**config.mk**
```make
export PLATFORM = sky130hd
export DESIGN_NAME = accelerator_tcdm_arbiter
export DESIGN_NICKNAME = d
export VERILOG_FILES = /design/src/rtl/accelerator_tcdm_arbiter.sv
export SDC_FILE = /design/constraint.sdc
export NUM_CORES = 1
export LEC_CHECK = 0
export BUFFER_PORTS_ARGS = -buffer_cell sky130_fd_sc_hd__clkbuf_2
export CAP_MARGIN = 5
export CORE_AREA = 2 2 705 707
export DETAILED_ROUTE_END_ITERATION = 10
export DIE_AREA = 0 0 707 709
export SLEW_MARGIN = 20
export SYNTH_ARGS = -nofsm -noshare
export SYNTH_HDL_FRONTEND = slang
export SYNTH_SLANG_ARGS = --single-unit
```
**constraint.sdc**
```tcl
create_clock -name clk_i -period 7.1 [get_ports clk_i]
set_input_delay 0.71 -clock clk_i [delete_from_list [all_inputs] [get_ports clk_i]]
set_output_delay 0.71 -clock clk_i [all_outputs]
set_load 0.02 [all_outputs]
```
**src/rtl/accelerator_tcdm_arbiter.sv**
```systemverilog
// accelerator_tcdm_arbiter
// Shares one wide TCDM initiator port between the X load (0), Y load (1) and
// Z store (2) stream requesters. Round-robin arbitration; a stalled request
// keeps its slot until granted. An in-order ID FIFO steers each response back
// to the requester that issued it.
// Optional build macro: ACC_ARB_Z_PRIORITY_EN gives the Z store requester
// priority over the round-robin choice (an existing lock is still honoured).
module accelerator_tcdm_arbiter #(
    parameter int unsigned DW              = 256,
    parameter int unsigned AW              = 32,
    parameter int unsigned NR              = 3,
    parameter int unsigned MAX_OUTSTANDING = 4
) (
    input  logic                 clk_i,
    input  logic                 rst_ni,
    input  logic                 clear_i,
    input  logic [NR-1:0]        req_i,
    output logic [NR-1:0]        gnt_o,
    input  logic [NR*AW-1:0]     add_i,
    input  logic [NR-1:0]        wen_i,
    input  logic [NR*DW/8-1:0]   be_i,
    input  logic [NR*DW-1:0]     data_i,
    output logic [DW-1:0]        r_data_o,
    output logic [NR-1:0]        r_valid_o,
    output logic                 tcdm_req_o,
    input  logic                 tcdm_gnt_i,
    output logic [AW-1:0]        tcdm_add_o,
    output logic                 tcdm_wen_o,
    output logic [DW/8-1:0]      tcdm_be_o,
    output logic [DW-1:0]        tcdm_data_o,
    input  logic [DW-1:0]        tcdm_r_data_i,
    input  logic                 tcdm_r_valid_i,
    output logic                 busy_o,
    output logic                 error_o
);

    localparam int unsigned IW = (NR > 1) ? $clog2(NR) : 1;
    localparam int unsigned PW = (MAX_OUTSTANDING > 1) ? $clog2(MAX_OUTSTANDING) : 1;
    localparam int unsigned CW = PW + 1;
    localparam logic [IW-1:0] LAST_IDX = IW'(NR - 1);

    logic [IW-1:0] rr_ptr;
    logic          lock;
    logic [IW-1:0] lock_idx;

    logic [IW-1:0] id_mem [MAX_OUTSTANDING];
    logic [PW-1:0] wr_ptr;
    logic [PW-1:0] rd_ptr;
    logic [CW-1:0] count;

    logic          fifo_full;
    logic          fifo_empty;
    logic          push;
    logic          pop;
    logic          fifo_full_eff;
    logic [NR-1:0] eligible;
    logic [IW-1:0] rr_sel;
    logic [IW-1:0] sel;
    logic          accept;
    logic          stall;
    logic [IW-1:0] head;

    assign fifo_full     = (count == CW'(MAX_OUTSTANDING));
    assign fifo_empty    = (count == '0);
    assign pop           = tcdm_r_valid_i & ~fifo_empty;
    // A pop in the same cycle frees a slot, so a full FIFO can still accept.
    assign fifo_full_eff = fifo_full & ~pop;
    assign eligible      = req_i & {NR{~fifo_full_eff}};

    // Round-robin search: first eligible index at or after rr_ptr, modulo NR.
    always_comb begin
        int          cand;
        logic [IW-1:0] cand_idx;
        logic        found;
        cand     = 0;
        cand_idx = '0;
        found    = 1'b0;
        rr_sel   = rr_ptr;
        for (int i = 0; i < int'(NR); i++) begin
            cand = int'(rr_ptr) + i;
            if (cand >= int'(NR)) cand = cand - int'(NR);
            cand_idx = IW'(cand);
            if (!found && eligible[cand_idx]) begin
                found  = 1'b1;
                rr_sel = cand_idx;
            end
        end
    end

    // Final selection: a held lock wins, then (optionally) Z, then round-robin.
    always_comb begin
        sel = rr_sel;
        if (lock) begin
            sel = lock_idx;
        end
`ifdef ACC_ARB_Z_PRIORITY_EN
        else if (eligible[2]) begin
            sel = IW'(2);
        end
`endif
    end

    assign tcdm_req_o = eligible[sel];
    assign accept     = tcdm_req_o & tcdm_gnt_i;
    assign stall      = tcdm_req_o & ~tcdm_gnt_i;
    assign push       = accept;

    // Downstream request mux; fields are zero when nothing is requested.
    always_comb begin
        tcdm_add_o  = '0;
        tcdm_wen_o  = 1'b0;
        tcdm_be_o   = '0;
        tcdm_data_o = '0;
        if (tcdm_req_o) begin
            tcdm_add_o  = add_i[int'(sel)*AW +: AW];
            tcdm_wen_o  = wen_i[sel];
            tcdm_be_o   = be_i[int'(sel)*(DW/8) +: DW/8];
            tcdm_data_o = data_i[int'(sel)*DW +: DW];
        end
    end

    assign head = id_mem[rd_ptr];

    // Grant and response steering, both combinational.
    always_comb begin
        gnt_o     = '0;
        r_valid_o = '0;
        for (int k = 0; k < int'(NR); k++) begin
            gnt_o[k]     = accept & (sel == IW'(k));
            r_valid_o[k] = pop & (head == IW'(k));
        end
    end

    assign r_data_o = tcdm_r_data_i;
    assign busy_o   = (|req_i) | ~fifo_empty;

    // Arbitration state: round-robin pointer and stall lock.
    always_ff @(posedge clk_i or negedge rst_ni) begin
        if (!rst_ni) begin
            rr_ptr   <= '0;
            lock     <= 1'b0;
            lock_idx <= '0;
        end else if (clear_i) begin
            rr_ptr   <= '0;
            lock     <= 1'b0;
            lock_idx <= '0;
        end else begin
            if (accept) begin
                lock <= 1'b0;
`ifdef ACC_ARB_Z_PRIORITY_EN
                if (sel != IW'(2)) begin
                    rr_ptr <= (sel == LAST_IDX) ? '0 : sel + IW'(1);
                end
`else
                rr_ptr <= (sel == LAST_IDX) ? '0 : sel + IW'(1);
`endif
            end else if (stall) begin
                lock     <= 1'b1;
                lock_idx <= sel;
            end else if (lock && !req_i[lock_idx]) begin
                // Locked requester withdrew its request: just release the lock.
                lock <= 1'b0;
            end
        end
    end

    // ID FIFO pointers and occupancy.
    always_ff @(posedge clk_i or negedge rst_ni) begin
        if (!rst_ni) begin
            wr_ptr <= '0;
            rd_ptr <= '0;
            count  <= '0;
        end else if (clear_i) begin
            wr_ptr <= '0;
            rd_ptr <= '0;
            count  <= '0;
        end else begin
            if (push) wr_ptr <= wr_ptr + PW'(1);
            if (pop)  rd_ptr <= rd_ptr + PW'(1);
            case ({push, pop})
                2'b10:   count <= count + CW'(1);
                2'b01:   count <= count - CW'(1);
                default: count <= count;
            endcase
        end
    end

    // ID FIFO storage; contents are don't-care while unoccupied.
    always_ff @(posedge clk_i) begin
        if (push && !clear_i) id_mem[wr_ptr] <= sel;
    end

    // Sticky error: a response arrived with nothing outstanding.
    always_ff @(posedge clk_i or negedge rst_ni) begin
        if (!rst_ni) begin
            error_o <= 1'b0;
        end else if (clear_i) begin
            error_o <= 1'b0;
        end else if (tcdm_r_valid_i && fifo_empty) begin
            error_o <= 1'b1;
        end
    end

endmodule

```
==> impl_summary.md, run 1 <==
Outcome
The run finished with clean final reports.

Synth
The net count after synthesis is 3423. The synthesized area is 11010 µm². Among all cell types in the netlist, the one instantiated most often is sky130_fd_sc_hd__nand2_1. The top cell type by area accounts for 29.55% of the synthesized area. The cell type with the highest aggregate area in the netlist is sky130_fd_sc_hd__a21oi_1. The prevailing post-synth register cell is sky130_fd_sc_hd__dfrtp_1. In the synthesized netlist, the cells that appear most often are sky130_fd_sc_hd__nand2_1 (655), sky130_fd_sc_hd__a21oi_1 (650), sky130_fd_sc_hd__nor2_1 (332).

The number of library cell types mapped by synthesis is 54. Synthesis inferred 21 register bits. After synthesis, the share of flip-flops with an asynchronous set or reset is 61.90%. In this run the mean area of a mapped cell was 5.029 µm². Ranked by total cell area, the synthesized netlist is headed by sky130_fd_sc_hd__a21oi_1 (30%), sky130_fd_sc_hd__nand2_1 (22%), sky130_fd_sc_hd__buf_4 (18%). The number of flops mapped to enable cells by yosys is 8. The number of warnings issued by yosys is 0. Sequential elements use 5.137% of the synthesized area.

After technology mapping, the gate count stands at 2189.

Placed design
The final RePlAce weighted congestion is 0.9106. In this run the tool buffered the top-level ports with 1300 buffer cells. The number of instances in the placed design is 9615. Once placement finished, the instance area stood at 23870 µm².

Detailed placement ended at an HPWL of 415.9 mm.

Clock network
The total clock buffers created by CTS is 3. The CTS tree is yes. The insertion delay to the later sink of the worst-skew pair is 260 ps. After clock tree synthesis, the setup repair step added 0 buffers. The clock-pin transition on the worst setup and hold timing paths is 60 ps.

The clock sink total is 21. After clock tree synthesis, the flow added hold-fix buffers numbering 0. The total number of H-tree levels is 1.

The number of gates resized after CTS was 0. The clock root buffer is sky130_fd_sc_hd__clkbuf_16. Counting along the longest clock path gives a buffer depth of 2.

Die
The height of the die is 709 µm. The number of top-level pins is 1813. The initial utilization of the core area, before any placement, comes to 2.233%. After floorplanning, the core was sized to cover 492900 µm². The die outline area is 501300 µm². Row generation in the floorplan step produced 258 rows. In this run the horizontal extent of the chip is 707 µm.

STA
The final count of hold timing violations is 0. In the final timing run, aggregate negative setup slack is 0 ps. Setup repair after global routing left no endpoint under its margin.

The final critical-path share of the clock period is 92.18%. Derived from the worst setup path, the maximum achievable clock frequency is 0.1528 GHz. The measured slew at the worst slew-check pin is 1192 ps.

The minimum clock period after layout is 6545 ps. For the final database, setup skew stands at 1.382 ps. The max-slew violation total from the final report came to 0. In this run the tightest slew margin relative to its limit is 20.27%. Setup violations remaining at the end of the flow were counted as 0.

Route
The detailed-route vias per instance is 2.298. Summing over every cut layer, the via total after detailed routing is 22200. The post-detailed-route count of antenna-violating nets is 0. The number of iterations in the first detailed-routing pass is 6. Summed over all layers, the routed wires come to 438.6 mm.

The post-detailed-route DRC marker count is 0. After detailed routing, the average wire length per cell comes to 45.39 µm. After the first detailed-routing iteration, the DRC count stood at 1668.

Layout
Measured on the finished design, the core utilization comes to 4.880%. The signed area change from the synthesized netlist to the final layout is 118.5%. The post-route standard cell area excluding fillers is 24060 µm². The filler cells instantiated in the layout total 59100.

Once layout is complete, the cells apart from fillers number 9663. The net total in the final layout is 4354. The share of cells above drive strength 1 is 45.46%.

Critical path
For the worst flop-to-flop path, the logic depth is 15. The critical path class is primary input to output port. The reg2reg setup slack is 1820 ps. The required time reported for the critical path endpoint is 6390 ps.

The startpoint type of the worst setup path is a primary input. Data arrives at the worst endpoint at 5830 ps. The maximum net fanout on the critical path is 62.

STA classifies the critical path endpoint as an output port.

Power
The worst-case IR drop observed on VDD is 0.0002961 V. Power spread over the standard cell area amounts to 581.6 nW/µm². The share of total power dissipated in sequential elements is 1.4%.

Net switching is 80.07% of the power. The reported net switching power is 11.20 mW. The internal power consumption is 2.789 mW. The share of total power dissipated in combinational logic is 97.7%. The share of total power dissipated in the clock network is 0.9%.

For this design the static power due to leakage is 9.521 nW.

Global route
The global-route usage over all layers is 16.79%. The number of antenna violations at the first check in global routing is 364. The via count of the first global-routing pass is 21370.

Entering global routing, the biggest net connects 112 pins. Summed over all layers, the global routing overflow is 0. The first-pass GRT wire length is 488.4 mm.

Run
The max-capacitance violation count is 0.

Hold path
The worst hold path belongs to the class primary input to asynchronous set/reset pin.
-- metrics by stage --
step | hold slack [ps] | setup WS, ps | total power [mW]
final | 390.7 | 555.3 | 13.99
after global routing | 415.2 | 177.0 | 15.02
after CTS | 402.9 | 178.0 | 14.66
after detailed placement | 497.1 | 196.9 | 14.50
after global placement | 522.4 | 81.57 | 14.52
after floorplan | 414.4 | 3131 | 5.430
-- layer usage --
| layer | part of all wire [%] | wire length, µm | GRT usage (%) |
|---|---|---|---|
| met1 | 33 | 144400 | 16.20 |
| met2 | 45 | 196600 | 27.35 |
| met3 | 19 | 85080 | 14.71 |
| met4 | 2.5 | 10950 | 2.557 |
| met5 | 0.36 | 1558 | 0.4422 |
-- worst max-delay path: stages --
cell                       delay (ps)
sky130_fd_sc_hd__clkbuf_2         170
sky130_fd_sc_hd__nor4b_2          640
sky130_fd_sc_hd__nor3_1            90
sky130_fd_sc_hd__a221oi_1         420
sky130_fd_sc_hd__a32oi_4          240
sky130_fd_sc_hd__inv_8            480
sky130_fd_sc_hd__buf_4            580
sky130_fd_sc_hd__buf_4            550
sky130_fd_sc_hd__nand2_1          140
sky130_fd_sc_hd__a21oi_1          540
sky130_fd_sc_hd__buf_4            250
sky130_fd_sc_hd__a21oi_1           90
sky130_fd_sc_hd__nor2_1           570
sky130_fd_sc_hd__clkbuf_2         290
-- final timing paths --
check | startpoint | end
max reg2reg | rr_ptr[0]$_DFFE_PN0P_ | count[2]$_DFFE_PN0P_
max | tcdm_r_valid_i | tcdm_data_o[8]
min reg2reg | error_o$_DFFE_PN0P_ | error_o$_DFFE_PN0P_
min | rst_ni | lock_idx[0]$_DFFE_PN0P_
min in group clk_i | error_o$_DFFE_PN0P_ | error_o$_DFFE_PN0P_
max in group asynchronous | rst_ni | wr_ptr[1]$_DFFE_PN0P_
-- sequential cells by signal (all words and copies together), names as in the netlist --
| name | flops |
|---|---|
| id_mem | 8 |
| count | 3 |
| lock_idx | 2 |
| rd_ptr | 2 |
| rr_ptr | 2 |
| wr_ptr | 2 |
| error_o | 1 |
| lock | 1 |
-- power by group through the flow --
stage / clock network, mW / logic, mW / registers [mW]
3_5_place_dp: 0 / 14.3 / 0.194
6_report: 0.125 / 13.7 / 0.192
2_1_floorplan: 0 / 5.25 / 0.185
4_1_cts: 0.129 / 14.3 / 0.192
5_1_grt: 0.133 / 14.7 / 0.197
3_3_place_gp: 0 / 14.3 / 0.194
-- cells by family after synthesis --
| family | Yosys count | share of synthesized area, % |
|---|---|---|
| buffers and inverters | 452 | 25.07 |
| DFF | 21 | 5.137 |
| and+or+nand+nor | 1026 | 36.46 |
| muxes | 10 | 1.159 |
| adders and majority gates | 7 | 0.8637 |
| AOI/OAI and AO/OA | 669 | 30.92 |
| xor gates and xnor gates | 4 | 0.3865 |
-- final cells by class --
cell class	instances	area [µm²]	area share, %
Timing Repair Buffer	1368	7223	30.03
Clock buffer	3	75.07	0.3121
Inverter	10	61.31	0.2549
Clock inverter	1	5.005	0.02081
Tap cell	6500	8133	33.81
Multi-Input combinational cell	1716	7883	32.77
Sequential cell	21	565.5	2.351
Antenna cell	44	110.1	0.4577
-- cell usage in the layout (no fill, tap or decap), types with 8 or more instances in the layout --
master	count
sky130_fd_sc_hd__nor2_1	331
sky130_fd_sc_hd__a21oi_1	618
sky130_fd_sc_hd__dfrtp_1	13
sky130_fd_sc_hd__a21oi_2	26
sky130_fd_sc_hd__clkbuf_2	1296
sky130_fd_sc_hd__buf_12	12
sky130_fd_sc_hd__edfxtp_1	8
sky130_fd_sc_hd__diode_2	44
sky130_fd_sc_hd__nor3_1	8
sky130_fd_sc_hd__nand2_1	655
sky130_fd_sc_hd__buf_4	55
(Power assumes the default switching activity.)
==> inputs of run 2 (changes only) <==
--- a/config.mk
+++ b/config.mk
@@ -7,9 +7,10 @@
 export LEC_CHECK = 0
 export BUFFER_PORTS_ARGS = -buffer_cell sky130_fd_sc_hd__clkbuf_2
 export CAP_MARGIN = 5
-export CORE_AREA = 2 2 705 707
+export CORE_AREA = 2 2 698 700
+export CTS_BUF_LIST = sky130_fd_sc_hd__clkbuf_16
 export DETAILED_ROUTE_END_ITERATION = 10
-export DIE_AREA = 0 0 707 709
+export DIE_AREA = 0 0 700 702
 export SLEW_MARGIN = 20
 export SYNTH_ARGS = -nofsm -noshare
 export SYNTH_HDL_FRONTEND = slang
==> constraint.sdc (replaced) <==
create_clock -name clk_i -period 6.8 [get_ports clk_i]
set_input_delay 0.68 -clock clk_i [delete_from_list [all_inputs] [get_ports clk_i]]
set_output_delay 0.68 -clock clk_i [all_outputs]
set_load 0.02 [all_outputs]
==> impl_summary.md, run 2 (synthesized netlist as in run 1, its figures left out) <==
Critical path
The startpoint type of the worst setup path is a primary input (unchanged). The library cell contributing the largest single delay on the critical path is sky130_fd_sc_hd__nor4b_2 (unchanged). The number of buffer and inverter instances along the worst setup path came to 5 (was 6). The worst path arrival time is 5700 ps (was 5830 ps). The number of cells traversed by the worst register-to-register path is 14 (was 15). The critical path's largest stage delay is 670 ps (was 640 ps).

The reg2reg setup slack is 1870 ps (was 1820 ps). The required time reported for the critical path endpoint is 6120 ps (was 6390 ps). The first element of the critical path is tcdm_r_valid_i (unchanged).

The family with the most delay on the worst path is buffers and inverters (unchanged). The startpoint of the worst register-to-register path is rr_ptr[0]$_DFFE_PN0P_ (unchanged). The element type at the critical path end is an output port (unchanged). The critical path capture point is tcdm_be_o[12] (was tcdm_data_o[8]). The maximum net fanout on the critical path is 72 (was 62). Critical-path cell list: clkbuf_2 -> nor4b_2 -> o311ai_1 -> a32oi_4 -> inv_8 -> nor2_4 -> buf_4 -> buf_4 -> a21oi_4 -> nor2_1 -> clkbuf_2 (was clkbuf_2 -> nor4b_2 -> nor3_1 -> a221oi_1 -> a32oi_4 -> inv_8 -> buf_4 -> buf_4 -> nand2_1 -> a21oi_1 -> buf_4 -> a21oi_1 -> nor2_1 -> clkbuf_2). The endpoint of the lowest-slack register-to-register path is count[2]$_DFFE_PN0P_ (unchanged).

The critical path class is primary input to output port (unchanged). The total number of cells along the worst setup path is 11 (was 14).

Clock network
The clock-pin transition on the worst setup and hold timing paths is 60 ps (about the same). The clock sink total came to 21 (unchanged). The clock root buffer is sky130_fd_sc_hd__clkbuf_16 (unchanged). The CTS tree was yes (unchanged). The number of hold buffers added after cts was 0 (unchanged). The total clock buffers created by CTS is 3 (unchanged). The number of buffers added for setup after CTS is 0 (unchanged). The total number of H-tree levels is 1 (unchanged). The insertion delay to the later sink of the worst-skew pair is 250 ps (was 260 ps). The number of resized instances in the post-cts repair step is 0 (unchanged).

The maximum number of buffers from clock root to sink is 2 (unchanged).

Route
The DRC marker count from the first detailed-route iteration is 2103 (was 1668). The detailed-route vias per instance is 2.322 (was 2.298). The number of iterations in the first detailed-routing pass was 5 (was 6). The wire length reported by the detailed router came to 423.8 mm (was 438.6 mm). The via count of the routed design is 22670 (was 22200). The post-detailed-route count of antenna-violating nets is 0 (unchanged). The routed length per placed instance was 43.41 µm (was 45.39 µm). The post-detailed-route DRC marker count is 0 (unchanged).

Layout
Most used cells in the layout excluding fill and tap cells: sky130_fd_sc_hd__clkbuf_2 (1261), sky130_fd_sc_hd__nand2_1 (655), sky130_fd_sc_hd__a21oi_1 (555) (was sky130_fd_sc_hd__clkbuf_2 (1296), sky130_fd_sc_hd__nand2_1 (655), sky130_fd_sc_hd__a21oi_1 (618)). The register ranked first by flip-flop count is id_mem (unchanged). Regs by FF count: id_mem (8), count (3) (unchanged). The most common cell after layout, fill and taps aside was sky130_fd_sc_hd__clkbuf_2 (unchanged). The share of cells above drive strength 1 is 48.67% (was 45.46%). The post-route standard cell area excluding fillers came to 25710 µm² (was 24060 µm²). The flip-flop count of the largest register after layout is 8 (unchanged). The final standard cell count with taps included and fillers excluded was 9763 (was 9663).

The signed area change from the synthesized netlist to the final layout was 133.5% (was 118.5%). The share of the core filled with cells in the final layout is 5.309% (was 4.880%). The net total in the final layout is 4422 (was 4354).

Global route
The global-route usage over all layers is 16.47% (was 16.79%). The largest net degree at the start of global routing was 110 (was 112). The first-pass GRT wire length is 466.6 mm (was 488.4 mm). The via count of the first global-routing pass is 20550 (was 21370).

The total congestion overflow is 0 (unchanged). The number of antenna violations at the first check in global routing is 340 (was 364).

Die
The number of top-level pins is 1813 (unchanged). The die outline area was 491400 µm² (was 501300 µm²). The overall die width came to 700 µm (was 707 µm). The cell row count is 256 (was 258). The starting density of the core is 2.273% (was 2.233%).

The height of the die came to 702 µm (was 709 µm). The area inside the core boundary is 484300 µm² (was 492900 µm²).

Hold path
The worst min-delay path class is primary input to asynchronous set/reset pin (unchanged).

STA
After layout, the worst path uses 93.88% of the clock period. The final total negative setup slack is 0 ps (unchanged). Setup repair after global routing missed its margin: no (unchanged). The count of endpoints failing setup in the final report came to 0 (unchanged). The minimum clock period after layout is 6384 ps.

The max-slew violation total from the final report is 0 (unchanged). Timing would allow up to 0.1567 GHz. The worst clock skew on the final layout is 1.193 ps (was 1.382 ps). The final worst setup slack is 416.4 ps (was 555.3 ps). The worst max-slew margin expressed relative to the limit came to 9.663% (was 20.27%). The worst hold slack is 336.8 ps (was 390.7 ps). The final count of hold timing violations is 0 (unchanged). The measured slew at the worst slew-check pin is 1355 ps (was 1192 ps).

Placed design
The setup slack after placement was 93.32 ps (was 196.9 ps). The total cell area at the placement stage came to 25300 µm² (was 23870 µm²). The number of instances in the placed design is 9632 (was 9615). The estimated wirelength of the detail-placed design was 402.6 mm (was 415.9 mm). The final RePlAce weighted congestion is 0.9292 (was 0.9106). The number of buffer cells added on primary ports is 1300 (unchanged).

Power
The cell leakage power is 10.10 nW (was 9.521 nW). The peak supply drop is 0.0003582 V (was 0.0002961 V). The overall power after layout came to 15.75 mW (was 13.99 mW). The power per unit of standard cell area is 612.6 nW/µm² (was 581.6 nW/µm²).

Run
The max-capacitance violation count is 0 (unchanged).

Outcome
Status: complete, no violations (unchanged).
==> run 2: cell types whose count changed in the layout (fill, tap and decap cells not counted), sizes merged <==
cell,change
buf,+103
clkbuf,-35
diode,+82
==> run 2: worst min-delay path by stage <==
| stage | to | slack [ps] | cells past startpoint | start |
|---|---|---|---|---|
| 2_1_floorplan | count[0]$_DFFE_PN0P_ | 380 | 0 | rst_ni |
| 6_report | wr_ptr[0]$_DFFE_PN0P_ | 340 | 1 | rst_ni |
| 4_1_cts | wr_ptr[0]$_DFFE_PN0P_ | 340 | 1 | rst_ni |
| 3_3_place_gp | rr_ptr[1]$_DFFE_PN0P_ | 560 | 2 | rr_ptr[1]$_DFFE_PN0P_ |
| 3_5_place_dp | rr_ptr[1]$_DFFE_PN0P_ | 560 | 2 | rr_ptr[1]$_DFFE_PN0P_ |
| 5_1_grt | wr_ptr[0]$_DFFE_PN0P_ | 350 | 1 | rst_ni |
==> run 2: routing by layer <==
| layer | track usage, % | part of all wire, % |
|---|---|---|
| met5 | 1.059 | 0.32 |
| met2 | 28.47 | 48 |
| met3 | 13.78 | 18 |
| met1 | 13.84 | 29 |
| met4 | 5.496 | 4.4 |
==> run 2: cell type report <==
class / count / area [µm²]
clock inverter: 1 / 5.005
clock buffer: 3 / 75.07
sequential: 21 / 565.5
inverter: 10 / 61.31
timing repair buffer: 1436 / 8511
fill: 58060 / 458600
tap: 6450 / 8070
antenna: 126 / 315.3
multi-input combinational: 1716 / 8109
==> run 2: worst reg2reg max path: stages (launching register included) <==
cell                       delay, ps
sky130_fd_sc_hd__dfrtp_1         430
sky130_fd_sc_hd__inv_1            70
sky130_fd_sc_hd__ha_1            490
sky130_fd_sc_hd__nor4_1           90
sky130_fd_sc_hd__a211oi_1        460
sky130_fd_sc_hd__o31a_1          210
sky130_fd_sc_hd__o41a_1          830
sky130_fd_sc_hd__inv_16          360
sky130_fd_sc_hd__nor4_4          580
sky130_fd_sc_hd__or3_1           210
sky130_fd_sc_hd__nor2_1           70
sky130_fd_sc_hd__fa_1            390
sky130_fd_sc_hd__and2_1          150
sky130_fd_sc_hd__mux2i_1         130
sky130_fd_sc_hd__mux2_1          330
==> run 2: power breakdown <==
part	switching, mW	total [mW]	internal (mW)	leakage (nW)
sequential	0.0369	0.203	0.166	0.249
clock	0.0483	0.127	0.0790	0.0417
combinational	11.8	15.4	3.63	9.81
total	11.9	15.8	3.87	10.1
